===== src/rtl/yc_enc_ctrl.sv =====
// yc_enc_ctrl: video encoder control block.
// Double-buffered configuration (shadow registers applied atomically on a vsync
// rising edge after a commit) plus an hsync line-period tracker that
// acquires/holds line lock and clamps the colour-burst window to the line.
module yc_enc_ctrl #(
   parameter int TOL     = 2,
   parameter int TIMEOUT = 4000
) (
   input  logic        clk,
   input  logic        reset,
   input  logic        hsync,
   input  logic        vsync,
   input  logic        cfg_we,
   input  logic [1:0]  cfg_addr,
   input  logic [39:0] cfg_data,
   output logic        cfg_ack,
   output logic        cfg_pending,
   output logic [39:0] PHASE_INC,
   output logic        PAL_EN,
   output logic        CVBS,
   output logic [16:0] COLORBURST_RANGE,
   output logic [11:0] line_len,
   output logic        locked,
   output logic        chroma_kill
);

   localparam logic [11:0]        C_TIMEOUT = 12'(TIMEOUT);
   localparam logic signed [12:0] C_TOL     = 13'(TOL);
   localparam logic [16:0]        C_RANGE_RST = {7'd40, 10'd240};

   typedef enum logic [1:0] {S_UNLOCK, S_ACQ, S_LOCK} state_t;

   // ---------------- configuration path ----------------
   logic        r_ack;
   logic        r_pending;
   logic        r_vsync_d;
   logic [39:0] r_sh_phase;
   logic        r_sh_pal;
   logic        r_sh_cvbs;
   logic [16:0] r_sh_range;
   logic [39:0] r_phase;
   logic        r_pal;
   logic        r_cvbs;
   logic [16:0] r_range;

   logic w_wr_phase;
   logic w_wr_mode;
   logic w_wr_range;
   logic w_wr_commit;
   logic w_vs_edge;
   logic w_apply;

   assign w_wr_phase  = cfg_we && (cfg_addr == 2'd0);
   assign w_wr_mode   = cfg_we && (cfg_addr == 2'd1);
   assign w_wr_range  = cfg_we && (cfg_addr == 2'd2);
   assign w_wr_commit = cfg_we && (cfg_addr == 2'd3);
   assign w_vs_edge   = vsync && !r_vsync_d;
   assign w_apply     = w_vs_edge && r_pending;

   // Shadow writes, commit arming and atomic shadow->active transfer. Active
   // registers copy the pre-edge shadow, so a same-cycle shadow write stays
   // in shadow only; a same-cycle commit re-arms for the following edge.
   always_ff @(posedge clk or posedge reset) begin
      if (reset) begin
         r_ack      <= 1'b0;
         r_pending  <= 1'b0;
         r_vsync_d  <= 1'b0;
         r_sh_phase <= 40'h0;
         r_sh_pal   <= 1'b0;
         r_sh_cvbs  <= 1'b0;
         r_sh_range <= C_RANGE_RST;
         r_phase    <= 40'h0;
         r_pal      <= 1'b0;
         r_cvbs     <= 1'b0;
         r_range    <= C_RANGE_RST;
      end else begin
         r_ack     <= cfg_we;
         r_vsync_d <= vsync;
         if (w_wr_phase) r_sh_phase <= cfg_data;
         if (w_wr_mode) begin
            r_sh_pal  <= cfg_data[0];
            r_sh_cvbs <= cfg_data[1];
         end
         if (w_wr_range) r_sh_range <= cfg_data[16:0];
         if (w_apply) begin
            r_phase <= r_sh_phase;
            r_pal   <= r_sh_pal;
            r_cvbs  <= r_sh_cvbs;
            r_range <= r_sh_range;
         end
         if (w_wr_commit)  r_pending <= 1'b1;
         else if (w_apply) r_pending <= 1'b0;
      end
   end

   // ---------------- line timing path ----------------
   state_t      r_state;
   state_t      w_state_next;
   logic [11:0] r_cnt;
   logic        r_hsync_d;
   logic [11:0] r_ref;
   logic [11:0] w_ref_next;
   logic [1:0]  r_match;
   logic [1:0]  w_match_next;
   logic [11:0] r_line_len;
   logic [11:0] w_line_len_next;
   logic        r_locked;
   logic        w_locked_next;

   logic               w_hs_edge;
   logic [11:0]        w_period;
   logic [11:0]        w_cnt_next;
   logic               w_timeout;
   logic signed [12:0] w_diff_ref;
   logic signed [12:0] w_diff_len;
   logic signed [12:0] w_abs_ref;
   logic signed [12:0] w_abs_len;
   logic               w_ref_ok;
   logic               w_len_ok;

   assign w_hs_edge  = hsync && !r_hsync_d;
   assign w_period   = r_cnt + 12'd1;
   assign w_cnt_next = w_hs_edge ? 12'd0 :
                       (r_cnt < C_TIMEOUT) ? (r_cnt + 12'd1) : r_cnt;
   // An edge restarts the counter, so it always wins over a timeout.
   assign w_timeout  = !w_hs_edge && (w_cnt_next == C_TIMEOUT);

   // Differences are taken with a sign bit so they never wrap.
   assign w_diff_ref = $signed({1'b0, w_period}) - $signed({1'b0, r_ref});
   assign w_diff_len = $signed({1'b0, w_period}) - $signed({1'b0, r_line_len});
   assign w_abs_ref  = w_diff_ref[12] ? -w_diff_ref : w_diff_ref;
   assign w_abs_len  = w_diff_len[12] ? -w_diff_len : w_diff_len;
   assign w_ref_ok   = (w_abs_ref <= C_TOL);
   assign w_len_ok   = (w_abs_len <= C_TOL);

   // Lock state register, period counter and tracker registers.
   always_ff @(posedge clk or posedge reset) begin
      if (reset) begin
         r_state    <= S_UNLOCK;
         r_cnt      <= 12'd0;
         r_hsync_d  <= 1'b0;
         r_ref      <= 12'd0;
         r_match    <= 2'd0;
         r_line_len <= 12'd0;
         r_locked   <= 1'b0;
      end else begin
         r_state    <= w_state_next;
         r_cnt      <= w_cnt_next;
         r_hsync_d  <= hsync;
         r_ref      <= w_ref_next;
         r_match    <= w_match_next;
         r_line_len <= w_line_len_next;
         r_locked   <= w_locked_next;
      end
   end

   // Next-state logic: acquire on two consecutive matching periods, drop to
   // ACQ on a bad period and to UNLOCK when hsync disappears.
   always_comb begin
      w_state_next    = r_state;
      w_ref_next      = r_ref;
      w_match_next    = r_match;
      w_line_len_next = r_line_len;
      w_locked_next   = r_locked;
      if (w_timeout) begin
         w_state_next  = S_UNLOCK;
         w_locked_next = 1'b0;
      end else if (w_hs_edge) begin
         case (r_state)
            S_UNLOCK: begin
               // First period after losing sync is unreliable and discarded.
               w_state_next = S_ACQ;
               w_ref_next   = 12'd0;
               w_match_next = 2'd0;
            end
            S_ACQ: begin
               if (w_ref_ok) begin
                  if (r_match == 2'd1) begin
                     w_state_next    = S_LOCK;
                     w_line_len_next = r_ref;
                     w_locked_next   = 1'b1;
                     w_match_next    = 2'd2;
                  end else begin
                     w_match_next = r_match + 2'd1;
                  end
               end else begin
                  w_ref_next   = w_period;
                  w_match_next = 2'd0;
               end
            end
            S_LOCK: begin
               if (!w_len_ok) begin
                  w_state_next  = S_ACQ;
                  w_ref_next    = w_period;
                  w_match_next  = 2'd0;
                  w_locked_next = 1'b0;
               end
            end
            default: begin
               w_state_next  = S_UNLOCK;
               w_locked_next = 1'b0;
            end
         endcase
      end
   end

   // Burst end never runs past the last clock of a locked line.
   logic [11:0] w_end_lim;
   logic        w_clamp;

   assign w_end_lim = r_line_len - 12'd1;
   assign w_clamp   = r_locked && ({2'b00, r_range[9:0]} > w_end_lim);

   assign cfg_ack          = r_ack;
   assign cfg_pending      = r_pending;
   assign PHASE_INC        = r_phase;
   assign PAL_EN           = r_pal;
   assign CVBS             = r_cvbs;
   assign COLORBURST_RANGE = {r_range[16:10], w_clamp ? w_end_lim[9:0] : r_range[9:0]};
   assign line_len         = r_line_len;
   assign locked           = r_locked;
   assign chroma_kill      = !r_locked;

endmodule


===== config.mk =====
export PLATFORM = sky130hd
export DESIGN_NAME = yc_enc_ctrl
export DESIGN_NICKNAME = d
export VERILOG_FILES = /design/src/rtl/yc_enc_ctrl.sv
export SDC_FILE = /design/constraint.sdc
export NUM_CORES = 1
export LEC_CHECK = 0
export CAP_MARGIN = 20
export CELL_PAD_IN_SITES_DETAIL_PLACEMENT = 2
export CELL_PAD_IN_SITES_GLOBAL_PLACEMENT = 2
export CORE_ASPECT_RATIO = 0.9
export CORE_MARGIN = 1.5
export CORE_UTILIZATION = 33
export CTS_CLUSTER_SIZE = 10
export DETAILED_ROUTE_END_ITERATION = 12
export PLACE_DENSITY_LB_ADDON = 0.1
export SYNTH_ARGS = -nofsm -noshare
export SYNTH_HDL_FRONTEND = slang
export SYNTH_SLANG_ARGS = --single-unit

===== constraint.sdc =====
create_clock -name clk -period 5.29 [get_ports clk]
set_input_delay 1.058 -clock clk [delete_from_list [all_inputs] [get_ports clk]]
set_output_delay 1.058 -clock clk [all_outputs]
set_load 0.02 [all_outputs]

# Word level (Yosys, flattened, before mapping)
# Index checks and enable logic that the tools add are counted.
# op_classes
addsub,7
multipliers,0
n_div,0
order_cmp,4
eq_ne,13
shift,0
muxes,26
bitwise_logic,1
n_reduce_logical,23
# ops
op,count
12-bit two-way mux,4
12-bit one-hot mux with 3 select lines,1
"13-bit by 3-bit <= comparator with 1-bit output, second input constant",2
13-bit two-way mux,2
13-bit negator,2
12-bit by 12-bit subtractor with 13-bit output,2
2-bit two-way mux,8
5-bit AND reduction,3
"12-bit by 1-bit adder with 12-bit output, second input constant",1
"12-bit equality test, second input constant",1
10-bit by 12-bit greater-than comparator with 1-bit output,1
"12-bit < comparator, second input constant",1
2-bit one-hot mux with 3 select lines,2
"12-bit by 1-bit subtractor with 12-bit output, second input constant",1
10-bit two-way mux,1
1-bit logical AND,9
"3-bit inequality test, second input constant",3
4-bit AND reduction,2
1-bit two-way mux,7
"2-bit by 1-bit equality test with 1-bit output, second input constant",3
"2-bit equality test, second input constant",3
"2-bit inequality test, second input constant",3
1-bit logical NOT,4
2-bit logical NOT,2
other kinds (5),6
# totals
regBits,163
latchBits,0
ramBits,0
rom_bits,0
output_inout_bits,75
word_cells,92
mem_count,0

# Logic depth before layout (Yosys ltp)
# Gate-level depths: netlist (run 1).
# logic_depth
ltp_word,9
mapped_depth,20
depth_no_buf,17

# Worst setup path after synthesis (run 1)
# Ideal clock, no wire load.
# synth_path
kind,flip-flop to flip-flop
start,register r_cnt[0]
end,register r_line_len[0] (netlist: line_len[0])
setup_time_ps,127
arrival_time_ps,4435
required_ps,5163
setup_slack_ps,727
path_stages_with_launch,18
path_buffers,1
synth_period_minus_slack_ps,4563
path_cell_list,dfrtp_1 > ha_1 > and3_1 > and3_1 > nand3_1 > xor2_1 > inv_1 > ha_1 > and3_1 > o2111a_1 > o32a_1 > or3_1 > and3_1 > or4_4 > o31ai_4 > and4_1 > buf_4 > mux2_1
# synth_via
elab_chain_cells,7
# synth_lines
item,line,rtl
from (decl),99,logic [11:0] r_cnt;
from (signal assigned),148,r_cnt <= w_cnt_next;
"parallel branches: the longest is 6 deep, another holds 12-bit by 12-bit subtractor with 13-bit output",-,
5-bit AND reduction (no line) *,-,
to (signal assigned),152,r_line_len <= w_line_len_next;
to (decl),105,logic [11:0] r_line_len;
# Mark *: on every way between the ends.
# A chain may end at the register's enable or synchronous reset.

# Final worst setup path (run 1)
# layout_path
start,register r_line_len[1] (netlist: line_len[1])
end,output port COLORBURST_RANGE[4]
# layout_via
elab_chain_cells,4
# layout_lines
item,line,rtl
12-bit by 1-bit subtractor with 12-bit output *,211,assign w_end_lim = r_line_len - 12'd1;
10-bit by 12-bit greater-than comparator with 1-bit output,212,"assign w_clamp = r_locked && ({2'b00, r_range[9:0]} > w_end_lim);"
1-bit logical AND,212,
10-bit two-way mux *,219,"assign COLORBURST_RANGE = {r_range[16:10], w_clamp ? w_end_lim[9:0] : r_range[9:0]};"
to (decl),21,"output logic [16:0] COLORBURST_RANGE,"
# Every way passes the cells marked *; elsewhere a longest branch is shown, timed or not.

==> results.json, run 1 <==
{
  "grt_max_degree": 132,
  "seq_area_frac_synth_pct": 44.38,
  "synth_top_area_share_pct": 40.97,
  "drive_gt1_share_pct": 23.05,
  "cts_tree": "yes",
  "syn_to_final_growth_pct": 26.03,
  "tightest_slew_ns": 1.030,
  "grt_usage_pct": 20.55,
  "min_period_over_period_pct": 96.79,
  "period_needed_ns": 5.120,
  "cts.sinks": 163,
  "syn-num-nets": 930,
  "place.gp.congestion": 0.8102,
  "cts_max_path_buffers": 2,
  "clkTransAtPathRegs_ns": 0.07,
  "cp_max_fo": 9,
  "cp-start-kind": "flop",
  "cp_data_arrival_time_ns": 4.06,
  "wl_per_cell_microns": 21.21,
  "numCtsBuffers": 17,
  "dieArea_sq_um": 28960,
  "ys.flop_type": "dfrtp_1",
  "drt_iter0_markers": 243,
  "grt_pass1_wl_microns": 45600,
  "syn_inst": 839,
  "power.density_nw_per_um2": 519.7,
  "nets": 1067,
  "status": "completed",
  "setup_ws_ns": 0.1697,
  "initial_core_util_pct": 33.86,
  "slew-limit-headroom_pct": 31.10,
  "setup_viol": 0,
  "cts_hold_buf": 0,
  "drtAntennaViolNets": 0,
  "postSynth.asyncResetShare_pct": 100.0,
  "dpl.hpwl_microns": 21410,
  "core-area_sq_um": 27240,
  "num_antenna_cells": 0,
  "rows": 57,
  "dieWidth_microns": 179.2,
  "finalSetupTns_ns": 0,
  "io_pins": 122,
  "pre_cts_slack_ns": 0.2346,
  "rsz0062_at_grt": "false",
  "grt_pass1_vias": 8018,
  "cap_violations": 0,
  "fin_skew_ns": 0.009181,
  "synth.avg_cell_area_sq_um": 10.99,
  "slew_viol_final": 0,
  "cts_setup_buffers": 0,
  "vias_per_cell": 5.272,
  "clock_latency_ns": 0.43,
  "critical_path_class": "flop to primary output",
  "clockRootBuffer": "clkbuf_16",
  "worstPathRequired_ns": 4.23,
  "via_count": 7080,
  "synth_seq_cells": 163,
  "n_fill_cell": 2818,
  "grt-ovfl-total": 0,
  "die_h_microns": 161.6,
  "endpoint_kind": "primary output",
  "p_leak_nw": 5.183,
  "r2r_setup_slack_ns": 0.26,
  "portBuffers": 121,
  "netlist_area_sq_um": 9224,
  "hold_violations": 0,
  "hp-class": "flop to flop",
  "ys_top_cells_by_area": "dfrtp_1, mux2_2, ha_1",
  "antenna_found_initial": 1,
  "drt-total-wl_microns": 28490,
  "ys_types": 77,
  "yosysTopAreaCell": "dfrtp_1",
  "drc_errors": 0,
  "h-tree-depth": 4,
  "drt_first_pass_iters": 5,
  "ys_warn_count": 0,
  "synth_edf_count": 0,
  "fmax_mhz": 195.3,
  "ir_drop_mv": 0.2349
}
## cells by family after synthesis
group / after synthesis / share of synthesized area [%]
AO/OA/AOI/OAI: 134 / 10.46
XOR/XNOR: 37 / 3.513
adder cells (fa/ha/maj): 44 / 6.131
buffers and inverters: 84 / 4.042
flip-flops: 163 / 44.38
multiplexers: 161 / 19.13
AND/OR/NAND/NOR: 216 / 12.34
## flip-flops by register name (all words and copies together) (netlist names), 2 cells and up
| signal | cells |
|---|---|
| PHASE_INC | 40 |
| line_len | 12 |
| r_cnt | 12 |
| r_match | 2 |
| r_range | 17 |
| r_ref | 12 |
| r_sh_phase | 40 |
| r_sh_range | 17 |
| r_state | 2 |
## layout by cell type (no fill, tap or decap), types with 4 or more instances in the layout
master	synthesis	layout
nor4_1	5	5
a211o_1	4	4
nor3_1	10	10
dlygate4sd2_1	0	5
clkbuf_16	0	17
and4_1	4	4
nand2b_1	9	9
nor2_1	42	42
nand2_1	56	56
o211ai_1	8	8
a21oi_1	28	27
ha_1	42	40
dfstp_2	12	12
buf_4	10	30
nand3b_1	10	10
inv_1	49	48
mux2i_1	39	38
and2_1	5	5
nand3_1	19	19
clkdlybuf4s50_1	0	111
a31o_2	4	4
a211oi_1	5	5
or3_1	5	5
a21o_1	6	6
mux2_2	121	121
xor2_1	20	19
o2111ai_1	5	5
inv_6	0	4
nor2b_1	10	10
nand4_1	10	10
and3_1	9	9
dfrtp_1	151	149
xnor2_1	17	17
o21a_1	10	10
o21ai_0	25	24
## per-layer routing
layer | GRT usage, % | part of all wire [%] | vias to the layer above
met2 | 36.03 | 51 | 104
met4 | 4.583 | 1.1 | 0
li1 | - | - | 3290
met1 | 26.16 | 45 | 3669
met3 | 3.743 | 3.4 | 17
met5 | 0 | 0 | -
## through the flow
stage          util [%]  hold WS, ns  power, mW  std cells  cell area (sq um)
6_report          42.67       0.5048      6.042       1343              11620
5_1_grt           42.67       0.5166      6.413       1343              11620
4_1_cts           42.48       0.5010      6.070       1343              11570
3_5_place_dp      40.19       0.4908      4.676       1311              10950
3_3_place_gp      40.19       0.4697      4.512       1311              10950
2_1_floorplan         -       0.4524      3.643        839               9228
## report_power, final
part           internal (mW)  switching, mW  leakage, nW  total (mW)
Sequential              1.58          0.195         1.94        1.77
Combinational           1.26           1.66         2.93        2.92
Clock                  0.774          0.581        0.308        1.35
## final timing paths
path,cells past startpoint,startpoint,to
setup reg to reg,19,r_cnt[2],line_len[1]
hold reg to reg,1,r_match[0],r_match[0]
setup / recovery,15,line_len[1],COLORBURST_RANGE[4]
max in group asynchronous,3,reset,r_sh_phase[5]
min in group asynchronous,2,reset,r_match[1]
hold / removal,1,r_match[0],r_match[0]
## Yosys cell counts (4+ instances only)
cell	n
ha_1	42
a21o_1	6
nor2_1	42
buf_1	5
nor2b_1	10
buf_4	10
nand3b_1	10
a211oi_1	5
xnor2_1	17
a21oi_1	28
nand3_1	19
nand2_1	56
xor2_1	20
o2111ai_1	5
o211ai_1	8
dfstp_2	12
nand2b_1	9
a31o_2	4
nor3_1	10
dfrtp_1	151
o21ai_0	25
o21a_1	10
and4_1	4
inv_1	49
a211o_1	4
mux2_2	121
or3_1	5
nand4_1	10
clkbuf_1	16
and2_1	5
and3_1	9
nor4_1	5
mux2i_1	39
## cell type report
class | count | area (sq um) | area share [%]
clock inverters | 14 | 193.9 | 1.668
well taps | 354 | 442.9 | 3.810
flip-flops and latches | 163 | 4096 | 35.24
inverters | 49 | 187.7 | 1.614
clock buffers | 18 | 439.2 | 3.778
repair buffers | 153 | 1449 | 12.46
multi-input cells | 592 | 4816 | 41.43
## critical path, stage by stage, from the launching register on
cell and delay (ns):
dfrtp_2 0.46, inv_1 0.15, ha_2 0.31, ha_1 0.30, nor2b_1 0.14, o21a_1 0.16, o21a_1 0.18, o21a_1 0.18
o21a_1 0.17, o21a_1 0.16, o21a_1 0.16, o211ai_1 0.18, a21o_1 0.19, buf_4 0.23, mux2i_2 0.30, clkdlybuf4s15_1 0.34
## repair_timing
action                     in CTS  in global routing
resized for setup              10                 21
pin swaps                       0                  0
setup endpoints to repair      10                 25
Power figures use the tool's default switching activity.
==> inputs of run 2 (changes only) <==
--- a/config.mk
+++ b/config.mk
@@ -10,8 +10,7 @@
 export CELL_PAD_IN_SITES_GLOBAL_PLACEMENT = 2
 export CORE_ASPECT_RATIO = 0.9
 export CORE_MARGIN = 1.5
-export CORE_UTILIZATION = 33
-export CTS_CLUSTER_SIZE = 10
+export CORE_UTILIZATION = 37
 export DETAILED_ROUTE_END_ITERATION = 12
 export PLACE_DENSITY_LB_ADDON = 0.1
 export SYNTH_ARGS = -nofsm -noshare
==> constraint.sdc (replaced) <==
create_clock -name clk -period 4.9 [get_ports clk]
set_input_delay 0.98 -clock clk [delete_from_list [all_inputs] [get_ports clk]]
set_output_delay 0.98 -clock clk [all_outputs]
set_load 0.02 [all_outputs]
==> run 2 against run 1 <==
Utilization increased by 5.5 points. Non-clock buffer count increased by 10. Cell count decreased by 0.60%. Combinational power increased by 12%. Register-to-register slack got worse by 0.15 ns. Setup slack got worse by 0.059 ns. Total power increased by 8.6%. First-iteration DRC count unchanged. Cell area increased by 1.1%. Sequential share of layout area decreased by 0.41 points. Critical endpoint is now line_len[8]. Largest cell class unchanged. Highest routed layer unchanged.
==> results.json, run 2 (synthesis gave the netlist of run 1 again) <==
{
  "p_clk_share_pct": 20.7,
  "numCtsBuffers": 17,
  "pre_cts_slack_ns": -0.09600,
  "num_antenna_cells": 0,
  "cts_tree": "yes",
  "core-area_sq_um": 24390,
  "wl_per_cell_microns": 22.05,
  "clkTransAtPathRegs_ns": 0.07,
  "dpl-instance-area_sq_um": 10980,
  "grt-ovfl-total": 0,
  "cts_hold_buf": 0,
  "drc_errors": 0,
  "worst_hold_slack_ns": 0.5055,
  "io_pins": 122,
  "pwr-share-seq_pct": 29.4,
  "final_cell_mix": "dfrtp_1, mux2_2, clkdlybuf4s50_1",
  "fin_skew_ns": 0.01793,
  "cp_data_arrival_time_ns": 5.11,
  "wl_met1_microns": 13790,
  "vias_per_cell": 5.407,
  "met2_length_microns": 14400,
  "ir_drop_mv": 0.2397,
  "p_comb_share_pct": 49.9,
  "critPathTopFamily": "simple AND/OR/NAND/NOR gates",
  "h-tree-depth": 4,
  "crit_top_cell": "and3_1",
  "p_sw_mw": 2.645,
  "portBuffers": 121,
  "nets": 1077,
  "setup_ws_ns": 0.1108,
  "dieArea_sq_um": 25890,
  "dpl.hpwl_microns": 22110,
  "syn_to_final_growth_pct": 27.44,
  "via_count": 7219,
  "min_period_over_period_pct": 97.74,
  "cts_max_path_buffers": 2,
  "grt_pass1_vias": 8097,
  "endpoint_kind": "flop",
  "design_area_sq_um": 11760,
  "tightest_slew_ns": 0.7531,
  "final_util_pct": 48.19,
  "clock_latency_ns": 0.43,
  "slowest_stage": "or4_4",
  "drive_gt1_share_pct": 26.63,
  "cpPeakStageDelay_ns": 0.56,
  "slew_viol_final": 0,
  "drtAntennaViolNets": 0,
  "clockRootBuffer": "clkbuf_16",
  "status": "completed",
  "grt_usage_pct": 23.42,
  "grt_max_degree": 140,
  "p_leak_nw": 5.173,
  "setup_viol": 0,
  "cp_max_fo": 11,
  "grt_pass1_wl_microns": 46710,
  "drt_iter0_markers": 243,
  "path_cells": "ha_2, and3_4, and3_2, nand3_1, xor2_2, inv_2, ha_4, and3_1, o2111a_2, o32a_1, or3_1, and3_1, or4_4, o31ai_4, and4_4, buf_8, mux2i_1",
  "slew-limit-headroom_pct": 49.79,
  "hp-class": "flop to flop",
  "dieWidth_microns": 169.4,
  "worstPathRequired_ns": 5.22,
  "path_buf_inv": 2,
  "p_int_mw": 3.916,
  "critical_path_class": "flop to flop",
  "period_needed_ns": 4.789,
  "drt-total-wl_microns": 29430,
  "rows": 54,
  "cap_violations": 0,
  "initial_core_util_pct": 37.82,
  "r2r_setup_slack_ns": 0.11,
  "place.gp.congestion": 0.8556,
  "drt_first_pass_iters": 4,
  "die_h_microns": 152.8,
  "hold_violations": 0,
  "power.density_nw_per_um2": 558.2,
  "final_common_cell": "dfrtp_1",
  "cp-start-kind": "flop",
  "cts.sinks": 163,
  "met3WireLength_microns": 1073,
  "antenna_found_initial": 0,
  "fmax_mhz": 208.8,
  "p_sw_share_pct": 40.32,
  "top_layer_used": "met4"
}
==> run 2: what timing repair did <==
item,4_1_cts,5_1_grt
gates resized for setup,34,46
pin swaps,0,1
buffers inserted,0,4
endpoints found under the setup margin,24,39
==> run 2: per-layer routing <==
layer / vias to the layer above / GRT usage (%)
met5: - / 0
met4: 0 / 3.877
met3: 8 / 4.779
met2: 107 / 39.06
met1: 3792 / 31.87
li1: 3312 / -
==> run 2: worst register-to-register path: cells and delay by family (launching register included) <==
family / cells / cell delay (ns)
DFF: 1 / 0.41
and+or+nand+nor: 8 / 2.17
buffers and inverters: 2 / 0.30
muxes: 1 / 0.27
xor gates and xnor gates: 1 / 0.27
AOI/OAI and AO/OA: 3 / 0.78
adders and majority gates: 2 / 0.48
==> run 2: worst paths after layout <==
kind / cells after the start / startpoint / end
worst min register to register: 1 / r_sh_range[1] / r_sh_range[1]
worst max register to register: 17 / r_cnt[0] / line_len[8]
worst min-delay path: 1 / r_sh_range[1] / r_sh_range[1]
min in group asynchronous: 2 / reset / r_sh_phase[25]
max in group asynchronous: 3 / reset / r_range[8]
worst max-delay path: 17 / r_cnt[0] / line_len[8]
==> run 2: power groups by stage <==
| stage | Combinational, mW | Clock (mW) | Sequential (mW) |
|---|---|---|---|
| after floorplan | 1.88 | 0 | 2.06 |
| after detailed placement | 3.20 | 0 | 1.95 |
| after global placement | 3.03 | 0 | 1.90 |
| after global routing | 3.54 | 1.45 | 1.97 |
| after CTS | 3.22 | 1.39 | 1.93 |
| final | 3.27 | 1.36 | 1.93 |
==> run 2: cell type report <==
| cell class | instances | area (sq um) |
|---|---|---|
| fill | 2440 | 12640 |
| inverter | 49 | 187.7 |
| sequential | 163 | 4094 |
| clock buffer | 18 | 429.2 |
| clock inverter | 14 | 168.9 |
| timing repair buffer | 163 | 1520 |
| multi-input combinational | 592 | 4935 |
| tap | 336 | 420.4 |
==> run 2: metrics by stage <==
| stage | total power, mW | cells | setup TNS, ns |
|---|---|---|---|
| 3_3_place_gp | 4.924 | 1298 | 0 |
| 6_report | 6.561 | 1335 | 0 |
| 4_1_cts | 6.544 | 1330 | -0.0009321 |
| 5_1_grt | 6.964 | 1335 | -0.04976 |
| 3_5_place_dp | 5.145 | 1298 | -0.1416 |
| 2_1_floorplan | 3.933 | 839 | 0 |
==> inputs of run 3 (changes only) <==
--- a/config.mk
+++ b/config.mk
@@ -5,13 +5,14 @@
 export SDC_FILE = /design/constraint.sdc
 export NUM_CORES = 1
 export LEC_CHECK = 0
-export CAP_MARGIN = 20
+export CAP_MARGIN = 30
 export CELL_PAD_IN_SITES_DETAIL_PLACEMENT = 2
 export CELL_PAD_IN_SITES_GLOBAL_PLACEMENT = 2
 export CORE_ASPECT_RATIO = 0.9
 export CORE_MARGIN = 1.5
 export CORE_UTILIZATION = 37
 export DETAILED_ROUTE_END_ITERATION = 12
+export HOLD_SLACK_MARGIN = 0.15
 export PLACE_DENSITY_LB_ADDON = 0.1
 export SYNTH_ARGS = -nofsm -noshare
 export SYNTH_HDL_FRONTEND = slang
==> run 3 against run 2 <==
Sequential power is essentially flat. Worst hold slack unchanged. Cell count is the same. Largest cell class unchanged. Register-to-register slack about the same. Utilization unchanged. Global-route usage unchanged. Critical path depth unchanged. Highest routed layer unchanged. Total power stayed put.
==> results.json, run 3 (synthesis gave the netlist of run 1 again) <==
{
  "final_common_cell": "dfrtp_1",
  "via_count": 7219,
  "r2r_cells": 17,
  "cts_tree": "yes",
  "portBuffers": 121,
  "total_power_mw": 6.561,
  "setup_viol": 0,
  "rows": 54,
  "pwr-share-seq_pct": 29.4,
  "clock_latency_ns": 0.43,
  "io_pins": 122,
  "grt_max_degree": 140,
  "p_sw_mw": 2.645,
  "min_period_over_period_pct": 97.74,
  "fin_skew_ns": 0.01793,
  "hold_violations": 0,
  "num_antenna_cells": 0,
  "ir_drop_mv": 0.2397,
  "met2_length_microns": 14400,
  "die_h_microns": 152.8,
  "initial_core_util_pct": 37.82,
  "period_needed_ns": 4.789,
  "drc_errors": 0,
  "clkTransAtPathRegs_ns": 0.07,
  "endpoint_kind": "flop",
  "p_int_mw": 3.916,
  "dp.cells": 1298,
  "clockRootBuffer": "clkbuf_16",
  "h-tree-depth": 4,
  "antenna_found_initial": 0,
  "r2r_setup_slack_ns": 0.11,
  "vias_per_cell": 5.407,
  "p_comb_share_pct": 49.9,
  "power.density_nw_per_um2": 558.2,
  "final_cell_mix": "dfrtp_1, mux2_2, clkdlybuf4s50_1",
  "fmax_mhz": 208.8,
  "drive_gt1_share_pct": 26.63,
  "critPathTopFamily": "simple AND/OR/NAND/NOR gates",
  "drt_first_pass_iters": 4,
  "tightest_slew_ns": 0.7531,
  "grt_usage_pct": 23.42,
  "hp-class": "flop to flop",
  "numCtsBuffers": 17,
  "cts_max_path_buffers": 2,
  "status": "completed",
  "slew-limit-headroom_pct": 49.79,
  "drtAntennaViolNets": 0,
  "cp-start-kind": "flop",
  "wl_met1_microns": 13790,
  "critical_path_class": "flop to flop",
  "core-area_sq_um": 24390,
  "top_layer_used": "met4",
  "wl_per_cell_microns": 22.05,
  "cts.sinks": 163,
  "reg2reg_from": "r_cnt[0]",
  "met3WireLength_microns": 1073,
  "grt_pass1_wl_microns": 46710,
  "cts_hold_buf": 0,
  "nets": 1077,
  "drt_iter0_markers": 243,
  "cpPeakStageDelay_ns": 0.56,
  "cp_max_fo": 11,
  "final_util_pct": 48.19,
  "slowest_stage": "or4_4",
  "cap_violations": 0,
  "cp.depth": 17,
  "syn_to_final_growth_pct": 27.44,
  "p_sw_share_pct": 40.32,
  "worst_hold_slack_ns": 0.5055,
  "drt-total-wl_microns": 29430,
  "p_clk_share_pct": 20.7,
  "r2r_end": "line_len[8]",
  "grt_pass1_vias": 8097,
  "dpl.hpwl_microns": 22110,
  "crit_path_start": "r_cnt[0]",
  "crit_top_cell": "and3_1",
  "path_cells": "ha_2, and3_4, and3_2, nand3_1, xor2_2, inv_2, ha_4, and3_1, o2111a_2, o32a_1, or3_1, and3_1, or4_4, o31ai_4, and4_4, buf_8, mux2i_1",
  "dieWidth_microns": 169.4,
  "place.gp.congestion": 0.8556,
  "endpoint": "line_len[8]",
  "worstPathRequired_ns": 5.22,
  "grt-ovfl-total": 0,
  "cp_data_arrival_time_ns": 5.11,
  "fin_cells": 1335,
  "dieArea_sq_um": 25890,
  "path_buf_inv": 2,
  "slew_viol_final": 0,
  "p_leak_nw": 5.173
}
[run 3: cell counts in the layout (fill, tap and decap cells not counted)]
No cell type changed its count.
[run 3: worst min-delay path by stage]
stage                               from            end  slack, ns  depth (start not counted)
after floorplan               r_match[0]     r_match[0]       0.45                          1
after global placement        r_match[0]     r_match[0]       0.47                          1
after detailed placement   PHASE_INC[12]  PHASE_INC[12]       0.50                          1
after CTS                 r_sh_phase[14]  PHASE_INC[14]       0.51                          1
after global routing      r_sh_phase[14]  PHASE_INC[14]       0.52                          1
final                      r_sh_range[1]  r_sh_range[1]       0.51                          1
[run 3: power groups by stage]
stage / logic [mW] / clock network [mW] / registers, mW
6_report: 3.27 / 1.36 / 1.93
5_1_grt: 3.54 / 1.45 / 1.97
4_1_cts: 3.22 / 1.39 / 1.93
3_5_place_dp: 3.20 / 0 / 1.95
3_3_place_gp: 3.03 / 0 / 1.90
2_1_floorplan: 1.88 / 0 / 2.06
[run 3: routing by layer]
metal	GRT usage [%]	vias up
met1	31.87	3792
met5	0	-
li1	-	3312
met3	4.779	8
met2	39.06	107
met4	3.877	0
[run 3: layout make-up]
cell class	count	area, sq um
fill	2440	12640
timing repair buffer	163	1520
tap	336	420.4
clock inverter	14	168.9
clock buffer	18	429.2
multi-input combinational	592	4935
inverter	49	187.7
sequential	163	4094
[run 3: per-stage QoR]
stage | TNS [ns] | instance area [sq um] | setup slack, ns
finish | 0 | 11760 | 0.1108
global route | -0.04976 | 11760 | -0.02609
CTS | -0.0009321 | 11630 | -0.0009321
detailed placement | -0.1416 | 10980 | -0.09600
global placement | 0 | 10980 | 0.2361
floorplan | 0 | 9228 | 0.3372
[run 3: timing repair]
action	in CTS	in global routing
gates resized for setup	34	46
setup buffers	0	4
pin swaps	0	1
gates cloned	0	0
endpoints found under the setup margin	24	39
